`src/rtl/dual_lane_pipe.sv`:
```
`default_nettype none
// ============================================================================
// Module   : dual_lane_pipe
// Brief    : Two independent lanes: input FIFO -> STAGES-deep +1 pipeline ->
//            valid/ready output, with registered early stall to the producer.
// Revision : 1.0
// ============================================================================
module dual_lane_pipe #(
  parameter int DEPTH  = 8,
  parameter int STAGES = 3
) (
  input  logic        clk,
  input  logic        reset,
  input  logic [31:0] pipeline1_inputs,
  input  logic [31:0] pipeline2_inputs,
  input  logic [1:0]  in_valid,
  input  logic        flush_1,
  input  logic        flush_2,
  output logic        stall_1,
  output logic        stall_2,
  output logic [31:0] out_data_1,
  output logic [31:0] out_data_2,
  output logic [1:0]  out_valid,
  input  logic [1:0]  out_ready,
  output logic [1:0]  overflow
);
  localparam int c_aw = $clog2(DEPTH);
  localparam int c_cw = c_aw + 1;
  localparam logic [c_cw-1:0] c_full      = c_cw'(DEPTH);
  localparam logic [c_cw-1:0] c_stall_lvl = c_cw'(DEPTH - 1);

  logic [31:0] w_in_data  [2];
  logic [31:0] w_out_data [2];
  logic [1:0]  w_flush;
  logic [1:0]  w_stall;

  assign w_in_data[0] = pipeline1_inputs;
  assign w_in_data[1] = pipeline2_inputs;
  assign w_flush      = {flush_2, flush_1};
  assign stall_1      = w_stall[0];
  assign stall_2      = w_stall[1];
  assign out_data_1   = w_out_data[0];
  assign out_data_2   = w_out_data[1];

  for (genvar L = 0; L < 2; L++) begin : g_lane
    logic [31:0]       r_mem [DEPTH];
    logic [c_aw-1:0]   r_wr_ptr;
    logic [c_aw-1:0]   r_rd_ptr;
    logic [c_cw-1:0]   r_count;
    logic [c_cw-1:0]   w_count_next;
    logic [STAGES-1:0] r_v;
    logic [31:0]       r_d [STAGES];
    logic              r_stall;
    logic              r_overflow;
    logic              w_advance;
    logic              w_pop;
    logic              w_push_req;
    logic              w_push;
    logic              w_drop;
    logic              w_full;

    // A full FIFO still takes a word when the head leaves in the same cycle.
    always_comb begin
      w_full       = (r_count == c_full);
      w_advance    = ~r_v[STAGES-1] | out_ready[L];
      w_pop        = w_advance & (r_count != '0);
      w_push_req   = in_valid[L] & ~w_flush[L];
      w_push       = w_push_req & (~w_full | w_pop);
      w_drop       = w_push_req & w_full & ~w_pop;
      w_count_next = r_count + c_cw'(w_push) - c_cw'(w_pop);
    end

    always_ff @(posedge clk) begin
      if (w_push) r_mem[r_wr_ptr] <= w_in_data[L];
    end

    always_ff @(posedge clk) begin
      if (reset) begin
        r_wr_ptr   <= '0;
        r_rd_ptr   <= '0;
        r_count    <= '0;
        r_v        <= '0;
        r_stall    <= 1'b0;
        r_overflow <= 1'b0;
        for (int i = 0; i < STAGES; i++) r_d[i] <= '0;
      end else begin
        if (w_drop) r_overflow <= 1'b1;
        if (w_flush[L]) begin
          r_wr_ptr <= '0;
          r_rd_ptr <= '0;
          r_count  <= '0;
          r_v      <= '0;
          r_stall  <= 1'b0;
        end else begin
          if (w_push) r_wr_ptr <= r_wr_ptr + c_aw'(1);
          if (w_pop)  r_rd_ptr <= r_rd_ptr + c_aw'(1);
          r_count <= w_count_next;
          r_stall <= (w_count_next >= c_stall_lvl);
          // The whole pipeline moves or holds as one unit.
          if (w_advance) begin
            for (int i = STAGES - 1; i > 0; i--) begin
              r_v[i] <= r_v[i-1];
              r_d[i] <= r_d[i-1] + 32'd1;
            end
            r_v[0] <= w_pop;
            r_d[0] <= r_mem[r_rd_ptr] + 32'd1;
          end
        end
      end
    end

    assign w_out_data[L] = r_d[STAGES-1];
    assign out_valid[L]  = r_v[STAGES-1];
    assign overflow[L]   = r_overflow;
    assign w_stall[L]    = r_stall;
  end

endmodule
`default_nettype wire

```
`config.mk`:
```
export PLATFORM = sky130hd
export DESIGN_NAME = dual_lane_pipe
export DESIGN_NICKNAME = d
export VERILOG_FILES = /design/src/rtl/dual_lane_pipe.sv
export SDC_FILE = /design/constraint.sdc
export NUM_CORES = 1
export LEC_CHECK = 0
export ABC_AREA = 1
export CAP_MARGIN = 10
export CORE_MARGIN = 1.5
export CORE_UTILIZATION = 43
export CTS_BUF_LIST = sky130_fd_sc_hd__clkbuf_4 sky130_fd_sc_hd__clkbuf_8
export CTS_CLUSTER_DIAMETER = 200
export CTS_CLUSTER_SIZE = 24
export DETAILED_ROUTE_END_ITERATION = 8
export PLACE_DENSITY = 0.6
export REMOVE_ABC_BUFFERS = 1
export SYNTH_ARGS = -nofsm -noshare
export SYNTH_HDL_FRONTEND = slang
export SYNTH_SLANG_ARGS = --single-unit
```
`constraint.sdc`:
```
create_clock -name clk -period 21 [get_ports clk]
set_clock_uncertainty 0.1 [all_clocks]
set_input_delay 4.2 -clock clk [delete_from_list [all_inputs] [get_ports clk]]
set_output_delay 4.2 -clock clk [all_outputs]
set_load 0.005 [all_outputs]
```
After elaboration in Yosys (flattened, before gate mapping)
Memories as Yosys holds them, arrays and structs flattened. A register that Yosys moved wholly into a read port is not among the register bits.
Index checks and enable logic that the tools add are counted.
W data, S select, Z words.
{ "word_totals": {"memories": 4, "elab_cells": 90, "output_inout_bits": 70, "mem_bits_rw": 704, "ff_bits": 30, "in_bits": 72} }
{ "mem_list": {"columns": ["memory", "depth", "width", "rd", "rd_ports_with_merged_regs", "write_ports", "line", "text"], "rows": [
  ["g_lane[0].r_mem", 8, 32, 1, 1, 1, "46", "logic [31:0] r_mem [DEPTH];"],
  ["g_lane[1].r_mem", 8, 32, 1, 1, 1, "46", null],
  ["g_lane[0].r_d", 3, 32, 3, 0, 3, "52", "logic [31:0] r_d [STAGES];"],
  ["g_lane[1].r_d", 3, 32, 3, 0, 3, "52", null]
]} }
{ "op_classes": {"n_reduce_logical": 4, "n_addsub": 14, "n_eq_ne": 2, "n_mux": 24, "order_cmp": 2, "n_bitwise": 28} }
{ "ops": {"columns": ["operator", "n"], "rows": [
  ["$add A32 B1 Y32 const B", 6],
  ["$mux W32", 6],
  ["$mux W1", 14],
  ["$add A3 B1 Y3 const B", 4],
  ["$mux W3", 4],
  ["$and A1 B1 Y1", 10],
  ["$or A1 B1 Y1", 10],
  ["$add A4 B1 Y4", 2],
  ["$eq A4 B4 Y1 const B", 2],
  ["$ge A4 B3 Y1 const B", 2],
  ["$not A1 Y1", 8],
  ["$reduce_bool A4 Y1", 2],
  ["$sub A4 B1 Y4", 2],
  ["$reduce_or A2 Y1", 2]
]} }

Logic depth before layout (Yosys ltp)
Gate-level depths: netlist (run 1).
{ "logic_depth": {"ltp_word": 8, "ltp_mapped": 18, "ltp_nobuf": 16} }

Worst setup path before layout (run 1)
OpenSTA, ideal clock, no wires.
{ "synth_path": {"path_type": "input-to-reg", "startpoint": "input out_ready[1]", "endpoint": "memory g_lane[1].r_d[0][0] (enable)", "arrival_ns": 11.018, "stages": 2, "n_path_buf": 0, "setup_ns": 0.683, "path_slack_ns": 9.199, "t_required_ns": 20.217, "path_cell_list": "nor2_1 -> o21ai_0"} }
{ "synth_rtl": {"columns": ["item", "line", "text"], "rows": [
  ["from (decl)", "24", "input logic [1:0] out_ready,"],
  ["to (decl)", "52", null]
]} }

Worst setup path in the final report (run 1)
{ "layout_path": {"startpoint": "input out_ready[0]", "endpoint": "memory g_lane[0].r_mem[3][15] (enable)"} }
{ "layout_via": {"elab_chain_len": 6} }
{ "layout_rtl": {"columns": ["item", "line", "text"], "rows": [
  ["$or A1 B1 Y1", "65", "w_advance = ~r_v[STAGES-1] | out_ready[L];"],
  ["$and A1 B1 Y1", "66", "w_pop = w_advance & (r_count != '0);"],
  ["$or A1 B1 Y1", "68", "w_push = w_push_req & (~w_full | w_pop);"],
  ["$and A1 B1 Y1", "68", null],
  ["$mux W1", "74", "if (w_push) r_mem[r_wr_ptr] <= w_in_data[L];"],
  ["$mux W1 (not written as such)", "74", null],
  ["to (decl)", "46", null]
]} }
Every way passes these cells.

==> results of run 1 <==
-- layer usage --
metal / vias to the layer above / routed length (um)
met3: 84 / 3644
met4: 8 / 1245
li1: 11990 / -
met2: 429 / 34050
met1: 10670 / 35310
met5: - / 44
-- layout make-up --
cell class | instances | area (sq um) | area share
repair buffers | 167 | 1619 | 0.04295
flip-flops and latches | 740 | 21870 | 0.5802
inverters | 568 | 2135 | 0.05663
well taps | 1060 | 1326 | 0.03519
diodes | 2 | 5.005 | 0.0001328
clock buffers | 51 | 614.3 | 0.01630
multi-input cells | 2251 | 10080 | 0.2674
clock inverters | 3 | 45.04 | 0.001195
-- power by group through the flow --
stage,Sequential (W),Clock [W],Combinational [W]
after floorplan,0.00181,0,0.000584
after global placement,0.00179,0,0.000888
after detailed placement,0.00180,0,0.000894
after CTS,0.00176,0.000654,0.000898
after global routing,0.00177,0.000696,0.00102
final,0.00176,0.000627,0.000896
-- cell families after synthesis --
group | Yosys count | synth area share
AO/OA/AOI/OAI | 277 | 0.04161
XOR/XNOR | 25 | 0.006219
adder cells (fa/ha/maj) | 22 | 0.008245
buffers and inverters | 753 | 0.09723
flip-flops | 740 | 0.6209
AND/OR/NAND/NOR | 1927 | 0.2258
-- registers in the layout, indices dropped and copies added, names as in the netlist, named ones only --
signal	cells
g_lane.r_mem	512
g_lane.r_d	192
g_lane.r_count	8
g_lane.r_rd_ptr	6
g_lane.r_v	6
g_lane.r_wr_ptr	6
g_lane.r_overflow	2
stall_1	1
stall_2	1
-- how the worst min path moves through the flow --
stage          depth (start not counted)                            endpoint  slack, ps                                from
6_report                               1                                flop        360  g_lane[0].r_rd_ptr[0]$_SDFFE_PP0P_
5_1_grt                                1  g_lane[1].r_rd_ptr[2]$_SDFFE_PP0P_        390  g_lane[1].r_rd_ptr[2]$_SDFFE_PP0P_
4_1_cts                                2   g_lane[1].r_overflow$_SDFFE_PP0P_        360   g_lane[1].r_overflow$_SDFFE_PP0P_
3_5_place_dp                           2   g_lane[1].r_overflow$_SDFFE_PP0P_        340   g_lane[1].r_overflow$_SDFFE_PP0P_
3_3_place_gp                           1  g_lane[1].r_rd_ptr[2]$_SDFFE_PP0P_        340  g_lane[1].r_rd_ptr[2]$_SDFFE_PP0P_
2_1_floorplan                          1                                flop        330  g_lane[1].r_rd_ptr[2]$_SDFFE_PP0P_
-- layout by cell type, fill, tap and decap left out, drive strengths merged, types with 4 or more instances in the layout --
cell type and instances:
dfxtp 36, ha 20, edfxtp 704, nand3b 5, o21a 11, nor3 61, nand3 247, nor3b 23
clkbuf 51, xor2 14, inv 567, nand2 1143, o21ai 121, nor2 415, a211oi 7, xnor2 11
buf 26, and2 4, nand4 21, clkdlybuf4s50 141, a31oi 4, a21oi 125
-- cell usage after synthesis (all sizes together) (3+ instances only) --
cell type / number
a211oi: 7
a21oi: 125
a31oi: 4
and2: 4
buf: 170
clkbuf: 15
dfxtp: 36
edfxtp: 704
ha: 20
inv: 567
nand2: 1143
nand3: 247
nand3b: 5
nand4: 21
nor2: 415
nor3: 61
nor3b: 23
nor4: 3
o21a: 11
o21ai: 121
or2: 3
xnor2: 11
xor2: 14
-- metrics by stage --
step	hold WS [ps]	power, W	instances	setup WS [ps]
after floorplan	325.5	0.002398	3559	9199
after global placement	335.2	0.002682	4785	13390
after detailed placement	342.3	0.002689	4785	13270
after CTS	364.7	0.003313	4839	14010
after global routing	392.9	0.003490	4842	13750
final	360.1	0.003283	4842	13980
==> out/metrics.yaml, run 1 <==
grt_max_degree: 82
cp.required_ps: 21180
drc_errors: 0
combPwrFrac: 0.273
cts_sinks: 740
clock_path_buffers: 3
synthFlopType: "edfxtp_1"
maxSlewHeadroom: 0.2000
die_h_um: 289.1
avgSynthCellArea_sq_um: 9.404
numCtsBuffers: 36
cp_max_fo: 32
h-tree-depth: 2
fp.dieW_um: 289.1
cts_hold_buf: 0
synth_cell_types: 45
ys_top_cells_by_area: "edfxtp_1 (60%), nand2_1 (12%), inv_1 (6.0%)"
worst_path_largest_cell_delay_ps: 910
synth_edf_count: 704
path_cells: "clkdlybuf4s50_1 -> nor2_1 -> a21oi_1 -> inv_1 -> a21oi_1 -> inv_1 -> nor2_1 -> inv_1 -> nor2_4"
cpMostUsedCell: "inv_1"
critical_path.startpoint_type: "input port"
rrSetupSlack_ps: 16920
end_kind: "flop"
grt_use_met2: 0.2963
drive_gt1_frac: 0.04127
gp_congestion: 0.8688
vdd_drop_max_v: 0.00005230
vias: 23170
outcome: "finished clean"
place_area_sq_um: 37010
place.port_buffers: 141
crit_path_end: "g_lane[0].r_mem[3][15]$_DFFE_PP_"
critPathKind: "input port to flop"
fillers: 7543
post-synth-top-area-cell: "edfxtp_1"
switching_share: 0.3403
period_minus_slack_ps: 7024
worst_path_max_delay_cell: "nor2_4"
grt_pass1_wl_um: 116600
syn_area_sq_um: 35210
powerDensity_nw_per_um2: 87.09
cap_violations: 0
antenna_found_initial: 7
die_area_sq_um: 83600
drtIter0Drc: 1682
grtUsageTotal: 0.1780
worstRegToRegCells: 15
p_clk_frac: 0.191
drv_slew: 0
finalCritPeriodShare: 0.3345
met3_usage: 0.02504
seq_area_frac_synth: 0.6209
wl_um: 74290
synth_seq_cells: 740
layout.nets: 3858
setup_viol: 0
start_util: 0.4357
drt_first_pass_iters: 6
cts_setup_buffers: 0
dp_hpwl_um: 46050
hold_path_class: "flop to flop"
max_freq_mhz: 142.4
coreArea_sq_um: 80810
worstMarginPinSlew_ps: 1197
internal_power_w: 0.002166
leakage_nw: 15.08
clock_latency_ps: 680
cp.buffers_inverters: 4
setup_tns_ps: 0
async_flop_share: 0
postLayoutCellArea_sq_um: 37690
yosysWarningCount: 0
grt_pass1_vias: 21700
use_met1: 0.2482
finalHoldViolCount: 0
clock-root-buffer: "clkbuf_8"
crit_arrival_ps: 7210
row_count: 104
crit_family: "simple AND/OR/NAND/NOR gates"
clkTransAtPathRegs_ps: 140
cts_tree: "built"
avgViaCountPerCell: 4.786
seq_power_share: 0.536
fin_util: 0.4665
path_depth: 9
syn2layout_area_growth_pct: 7.062
synthCells: 3744
grt_overflow: 0
netSwitchingPower_w: 0.001117
synth.top_cell.area_share: 0.6004
rsz0062_at_grt: "false"
gr-max-usage-layer: "met2"
ios: 142
drtAntennaViolNets: 0
r2r-end: "g_lane[0].r_d[0][28]$_SDFFCE_PN0P_"
post_cts_resized: 0
critPathLaunch: "out_ready[0]"
wl_per_cell_um: 15.34
No activity file was read; power rests on OpenSTA's default activity.
==> run 2, diff against run 1 <==
Settings changed: PLACE_DENSITY 0.6 to 0.62.
Clock period 21 ns to 6.3 ns, I/O delays scaled along.
==> out/metrics.yaml, run 2 (synthesized netlist as in run 1, its figures left out) <==
outcome: "finished clean"  # unchanged
clkTransAtPathRegs_ps: 150  # was 140 ps
grt_pass1_wl_um: 118600  # was 116600 um
avgViaCountPerCell: 4.840  # was 4.786
top_layer_used: "met5"  # unchanged
worstRegToRegCells: 14  # was 15
powerDensity_nw_per_um2: 291.3  # was 87.09 nW/um^2
rsz0062_at_grt: "false"  # unchanged
post_cts_resized: 0  # unchanged
layout_commonest_cell: "nand2_1"  # unchanged
grtUsageTotal: 0.1800  # was 0.1780
wl_per_cell_um: 15.48  # was 15.34 um
met1Wirelength_um: 35930  # was 35310 um
regMostFlops: "g_lane.r_mem"  # unchanged
h-tree-depth: 2  # unchanged
drc_errors: 0  # unchanged
netSwitchingPower_w: 0.003762  # was 0.001117 W
final_cell_mix: "nand2_1 (1128), edfxtp_1 (704), inv_1 (562)"  # unchanged
fp.dieW_um: 289.1  # unchanged
drt_first_pass_iters: 5  # was 6
maxSlewHeadroom: 0.1833  # was 0.2000
cts_setup_buffers: 0  # unchanged
combPwrFrac: 0.278  # was 0.273
hold_start: "g_lane[1].r_rd_ptr[2]$_SDFFE_PP0P_"  # was g_lane[0].r_rd_ptr[0]$_SDFFE_PP0P_
row_count: 104  # unchanged
hold_path_depth: 1  # unchanged
top_regs: "g_lane.r_mem (512), g_lane.r_d (192), g_lane.r_count (8)"  # unchanged
leakage_nw: 15.09  # was 15.08 nW
ios: 142  # unchanged
critPathKind: "input port to flop"  # unchanged
start_util: 0.4357  # unchanged
worstMarginPinSlew_ps: 1222  # was 1197 ps
drtIter0Drc: 1709  # was 1682
wl_um: 74970  # was 74290 um
vdd_drop_max_v: 0.0001939  # was 0.00005230 V
place.port_buffers: 141  # unchanged
end_kind: "flop"  # unchanged
cp_max_fo: 32  # unchanged
period_minus_slack_ps: 4115
largest_reg_flops: 512  # unchanged
clock_path_buffers: 3  # unchanged
internal_power_w: 0.007226  # was 0.002166 W
setup_viol: 0  # unchanged
clock_latency_ps: 670  # was 680 ps
clock-root-buffer: "clkbuf_8"  # unchanged
power_w: 0.01099  # was 0.003283 W
grt_max_degree: 150  # was 82
die_area_sq_um: 83600  # unchanged
grt_pass1_vias: 21940  # was 21700
antenna_found_initial: 7  # unchanged
finalHoldViolCount: 0  # unchanged
whs_ps: 357.2  # was 360.1 ps
drtAntennaViolNets: 0  # unchanged
cts_tree: "built"  # unchanged
cts_sinks: 740  # unchanged
hold_path_class: "flop to flop"  # unchanged
seq_power_share: 0.531  # was 0.536
grt_overflow: 0  # unchanged
switching_share: 0.3424  # was 0.3403
crit_arrival_ps: 4320  # was 7210 ps
cap_violations: 0  # unchanged
critical_path.startpoint_type: "input port"  # unchanged
cp.required_ps: 6500  # was 21180 ps
fillers: 7536  # was 7543
p_clk_frac: 0.191  # about the same
r2r-end: "g_lane[0].r_d[0][28]$_SDFFCE_PN0P_"  # unchanged
drv_slew: 0  # unchanged
syn2layout_area_growth_pct: 7.140  # was 7.062%
dr_wl_met2_um: 34410  # was 34050 um
fin_util: 0.4668  # was 0.4665
rrSetupSlack_ps: 2410  # was 16920 ps
cts_hold_buf: 0  # unchanged
gp_congestion: 0.8624  # was 0.8688
max_freq_mhz: 243.0
finalCritPeriodShare: 0.6531
vias: 23440  # was 23170
drive_gt1_frac: 0.04152  # was 0.04127
numCtsBuffers: 36  # unchanged
dp_hpwl_um: 47530  # was 46050 um
layout.nets: 3859  # was 3858
die_h_um: 289.1  # unchanged
coreArea_sq_um: 80810  # unchanged
routed-wl-met3_um: 3392  # was 3644 um
## run 2: changes by cell type in the layout (fill, tap and decap cells not counted)
cell    delta
buf_16     +1
## run 2: worst max-delay path by stage
stage                       from                                end  slack, ps  cells past startpoint
CTS                 out_ready[1]    g_lane[1].r_mem[1][6]$_DFFE_PP_       2220                      9
global placement    out_ready[1]    g_lane[1].r_mem[1][0]$_DFFE_PP_       1550                      9
global route        out_ready[1]    g_lane[1].r_mem[1][3]$_DFFE_PP_       1830                      9
floorplan           out_ready[1]  g_lane[1].r_d[0][0]$_SDFFCE_PN0P_      -2560                      2
finish              out_ready[0]    g_lane[0].r_mem[1][0]$_DFFE_PP_       2190                      9
detailed placement  out_ready[0]   g_lane[0].r_mem[1][31]$_DFFE_PP_       1480                      9
## run 2: area by class of cell
type                    count  area (sq um)  area share
flip-flops and latches    740         21870      0.5798
multi-input cells        2251         10080      0.2672
inverters                 568          2135     0.05659
repair buffers            168          1647     0.04365
well taps                1060          1326     0.03516
clock buffers              51         614.3     0.01629
clock inverters             3         45.04    0.001194
diodes                      2         5.005   0.0001327
## run 2: per-layer routing
layer / GRT usage / vias up
met1: 0.2585 / 10880
met3: 0.02339 / 84
met2: 0.2941 / 470
li1: - / 12000
met5: 0 / -
met4: 0.03529 / 10
## run 2: worst max-delay path, cell delays in order
cell and delay (ps):
clkdlybuf4s50_1 480, nor2_1 140, a21oi_1 450, inv_1 190
a21oi_1 390, inv_1 130, nor2_1 160, inv_1 180
nor2_4 900
## run 2: power groups by stage
stage          clock (W)  sequential [W]  combinational (W)
6_report         0.00210         0.00583            0.00305
5_1_grt          0.00232         0.00587            0.00346
4_1_cts          0.00218         0.00584            0.00305
3_5_place_dp           0         0.00595            0.00304
3_3_place_gp           0         0.00595            0.00300
2_1_floorplan          0         0.00604            0.00195
## run 2: metrics by stage
step	setup TNS, ps	cell area (sq um)	cells	setup WS (ps)
2_1_floorplan	-490790	33920	3559	-2561
3_3_place_gp	0	37030	4786	1552
3_5_place_dp	0	37030	4786	1480
4_1_cts	0	37690	4840	2220
5_1_grt	0	37720	4843	1830
6_report	0	37720	4843	2185
==> run 3, diff against run 2 <==
Settings changed: PLACE_DENSITY 0.62 to 0.6.
Clock period 6.3 ns to 4.1 ns, I/O delays scaled along.
==> out/metrics.yaml, run 3 (synthesized netlist as in run 1, its figures left out) <==
cts_tree: "built"  # unchanged
maxSlewHeadroom: 0.3925  # was 0.1833
post_cts_resized: 0  # unchanged
clock_path_buffers: 3  # unchanged
ios: 142  # unchanged
internal_power_w: 0.01118  # was 0.007226 W
seq_power_share: 0.529  # was 0.531
cts_setup_buffers: 0  # unchanged
wl_per_cell_um: 15.56  # was 15.48 um
fin_util: 0.4713  # was 0.4668
grt_pass1_wl_um: 118500  # was 118600 um
drc_errors: 0  # unchanged
cp_max_fo: 36  # was 32
setup_tns_ps: 0  # unchanged
grt_pass1_vias: 21670  # was 21940
drt_first_pass_iters: 7  # was 5
vdd_drop_max_v: 0.0002861  # was 0.0001939 V
layout_commonest_cell: "nand2_1"  # unchanged
drtIter0Drc: 1414  # was 1709
worstRegToRegCells: 12  # was 14
top_regs: "g_lane.r_mem (512), g_lane.r_d (192), g_lane.r_count (8)"  # unchanged
syn2layout_area_growth_pct: 8.170  # was 7.140%
clock_latency_ps: 670  # about the same
hold_path_class: "flop to flop"  # unchanged
cap_violations: 0  # unchanged
cts_hold_buf: 0  # unchanged
wl_um: 75840  # was 74970 um
layout.nets: 3888  # was 3859
finalCritPeriodShare: 0.7557
clock-root-buffer: "clkbuf_8"  # unchanged
rsz0062_at_grt: "false"  # unchanged
coreArea_sq_um: 80810  # unchanged
end_kind: "flop"  # unchanged
switching_share: 0.3403  # was 0.3424
crit_arrival_ps: 3440  # was 4320 ps
p_clk_frac: 0.190  # was 0.191
combPwrFrac: 0.281  # was 0.278
setup_viol: 0  # unchanged
rrSetupSlack_ps: 1000  # was 2410 ps
fp.dieW_um: 289.1  # unchanged
regMostFlops: "g_lane.r_mem"  # unchanged
cp.required_ps: 4440  # was 6500 ps
period_minus_slack_ps: 3098
vias: 23220  # was 23440
powerDensity_nw_per_um2: 445.0  # was 291.3 nW/um^2
die_area_sq_um: 83600  # unchanged
h-tree-depth: 2  # unchanged
cts_sinks: 740  # unchanged
drtAntennaViolNets: 0  # unchanged
dp_hpwl_um: 48640  # was 47530 um
place.port_buffers: 141  # unchanged
crit_path_end: "g_lane[0].r_d[0][28]$_SDFFCE_PN0P_"  # was g_lane[0].r_mem[1][0]$_DFFE_PP_
outcome: "finished clean"  # unchanged
drive_gt1_frac: 0.04882  # was 0.04152
clkTransAtPathRegs_ps: 140  # was 150 ps
netSwitchingPower_w: 0.005767  # was 0.003762 W
numCtsBuffers: 36  # unchanged
grtUsageTotal: 0.1822  # was 0.1800
leakage_nw: 15.29  # was 15.09 nW
avgViaCountPerCell: 4.764  # was 4.840
critPathKind: "flop to flop"  # was input port to flop
final_cell_mix: "nand2_1 (1128), edfxtp_1 (704), inv_1 (562)"  # unchanged
max_freq_mhz: 322.7
critical_path.startpoint_type: "flop"  # was input port
largest_reg_flops: 512  # unchanged
power_w: 0.01695  # was 0.01099 W
grt_overflow: 0  # unchanged
r2r-end: "g_lane[0].r_d[0][28]$_SDFFCE_PN0P_"  # unchanged
start_util: 0.4357  # unchanged
whs_ps: 359.8  # was 357.2 ps
die_h_um: 289.1  # unchanged
worstMarginPinSlew_ps: 911.2  # was 1222 ps
grt_max_degree: 146  # was 150
drv_slew: 0  # unchanged
row_count: 104  # unchanged
antenna_found_initial: 9  # was 7
gp_congestion: 0.8183  # was 0.8624
finalHoldViolCount: 0  # unchanged
[run 3: power by group through the flow]
stage,registers [W],clock network [W],logic [W]
detailed placement,0.00915,0,0.00477
global route,0.00903,0.00357,0.00545
CTS,0.00898,0.00333,0.00479
floorplan,0.00929,0,0.00299
global placement,0.00915,0,0.00473
finish,0.00897,0.00322,0.00476
[run 3: how the worst min path moves through the flow]
stage | start | to | slack (ps) | cells past startpoint
after global placement | g_lane[1].r_rd_ptr[2]$_SDFFE_PP0P_ | g_lane[1].r_rd_ptr[2]$_SDFFE_PP0P_ | 340 | 1
after floorplan | g_lane[1].r_rd_ptr[2]$_SDFFE_PP0P_ | flop | 330 | 1
after CTS | g_lane[0].r_rd_ptr[2]$_SDFFE_PP0P_ | flop | 340 | 2
after global routing | g_lane[1].r_v[0]$_SDFFE_PP0N_ | g_lane[1].r_v[0]$_SDFFE_PP0N_ | 400 | 2
final | g_lane[0].r_rd_ptr[2]$_SDFFE_PP0P_ | flop | 360 | 2
after detailed placement | g_lane[1].r_rd_ptr[2]$_SDFFE_PP0P_ | flop | 340 | 1
[run 3: stage by stage]
step	cell area (sq um)	cells	setup slack (ps)
4_1_cts	38080	4870	937.2
3_3_place_gp	37420	4816	452.5
2_1_floorplan	33920	3559	-4321
5_1_grt	38080	4872	631.9
6_report	38080	4873	1002
3_5_place_dp	37420	4816	387.0
[run 3: metal layers]
metal	vias to the layer above	routed length [um]	GRT usage	part of all wire
met2	400	35410	0.3062	0.47
li1	12060	-	-	-
met4	10	1240	0.03737	0.016
met1	10670	35510	0.2520	0.47
met3	75	3622	0.02630	0.048
met5	-	61	0	0.00080
[run 3: final cells by class]
cell class	count	area, sq um
fill	7451	42720
sequential	740	21870
multi-input combinational	2251	10080
inverter	568	2135
timing repair buffer	197	2007
tap	1060	1326
clock buffer	51	614.3
clock inverter	3	45.04
antenna	3	7.507
[run 3: worst max-delay path: stages (launching register included)]
cell and delay (ps):
dfxtp_2 940, buf_4 410, nand3_1 120, nand2_1 70, nand2_1 40, nand2_1 210
nand3_1 130, inv_1 140, nand2_2 120, nor2_1 300, nand3_1 130, nand2_1 80
nor2_1 50
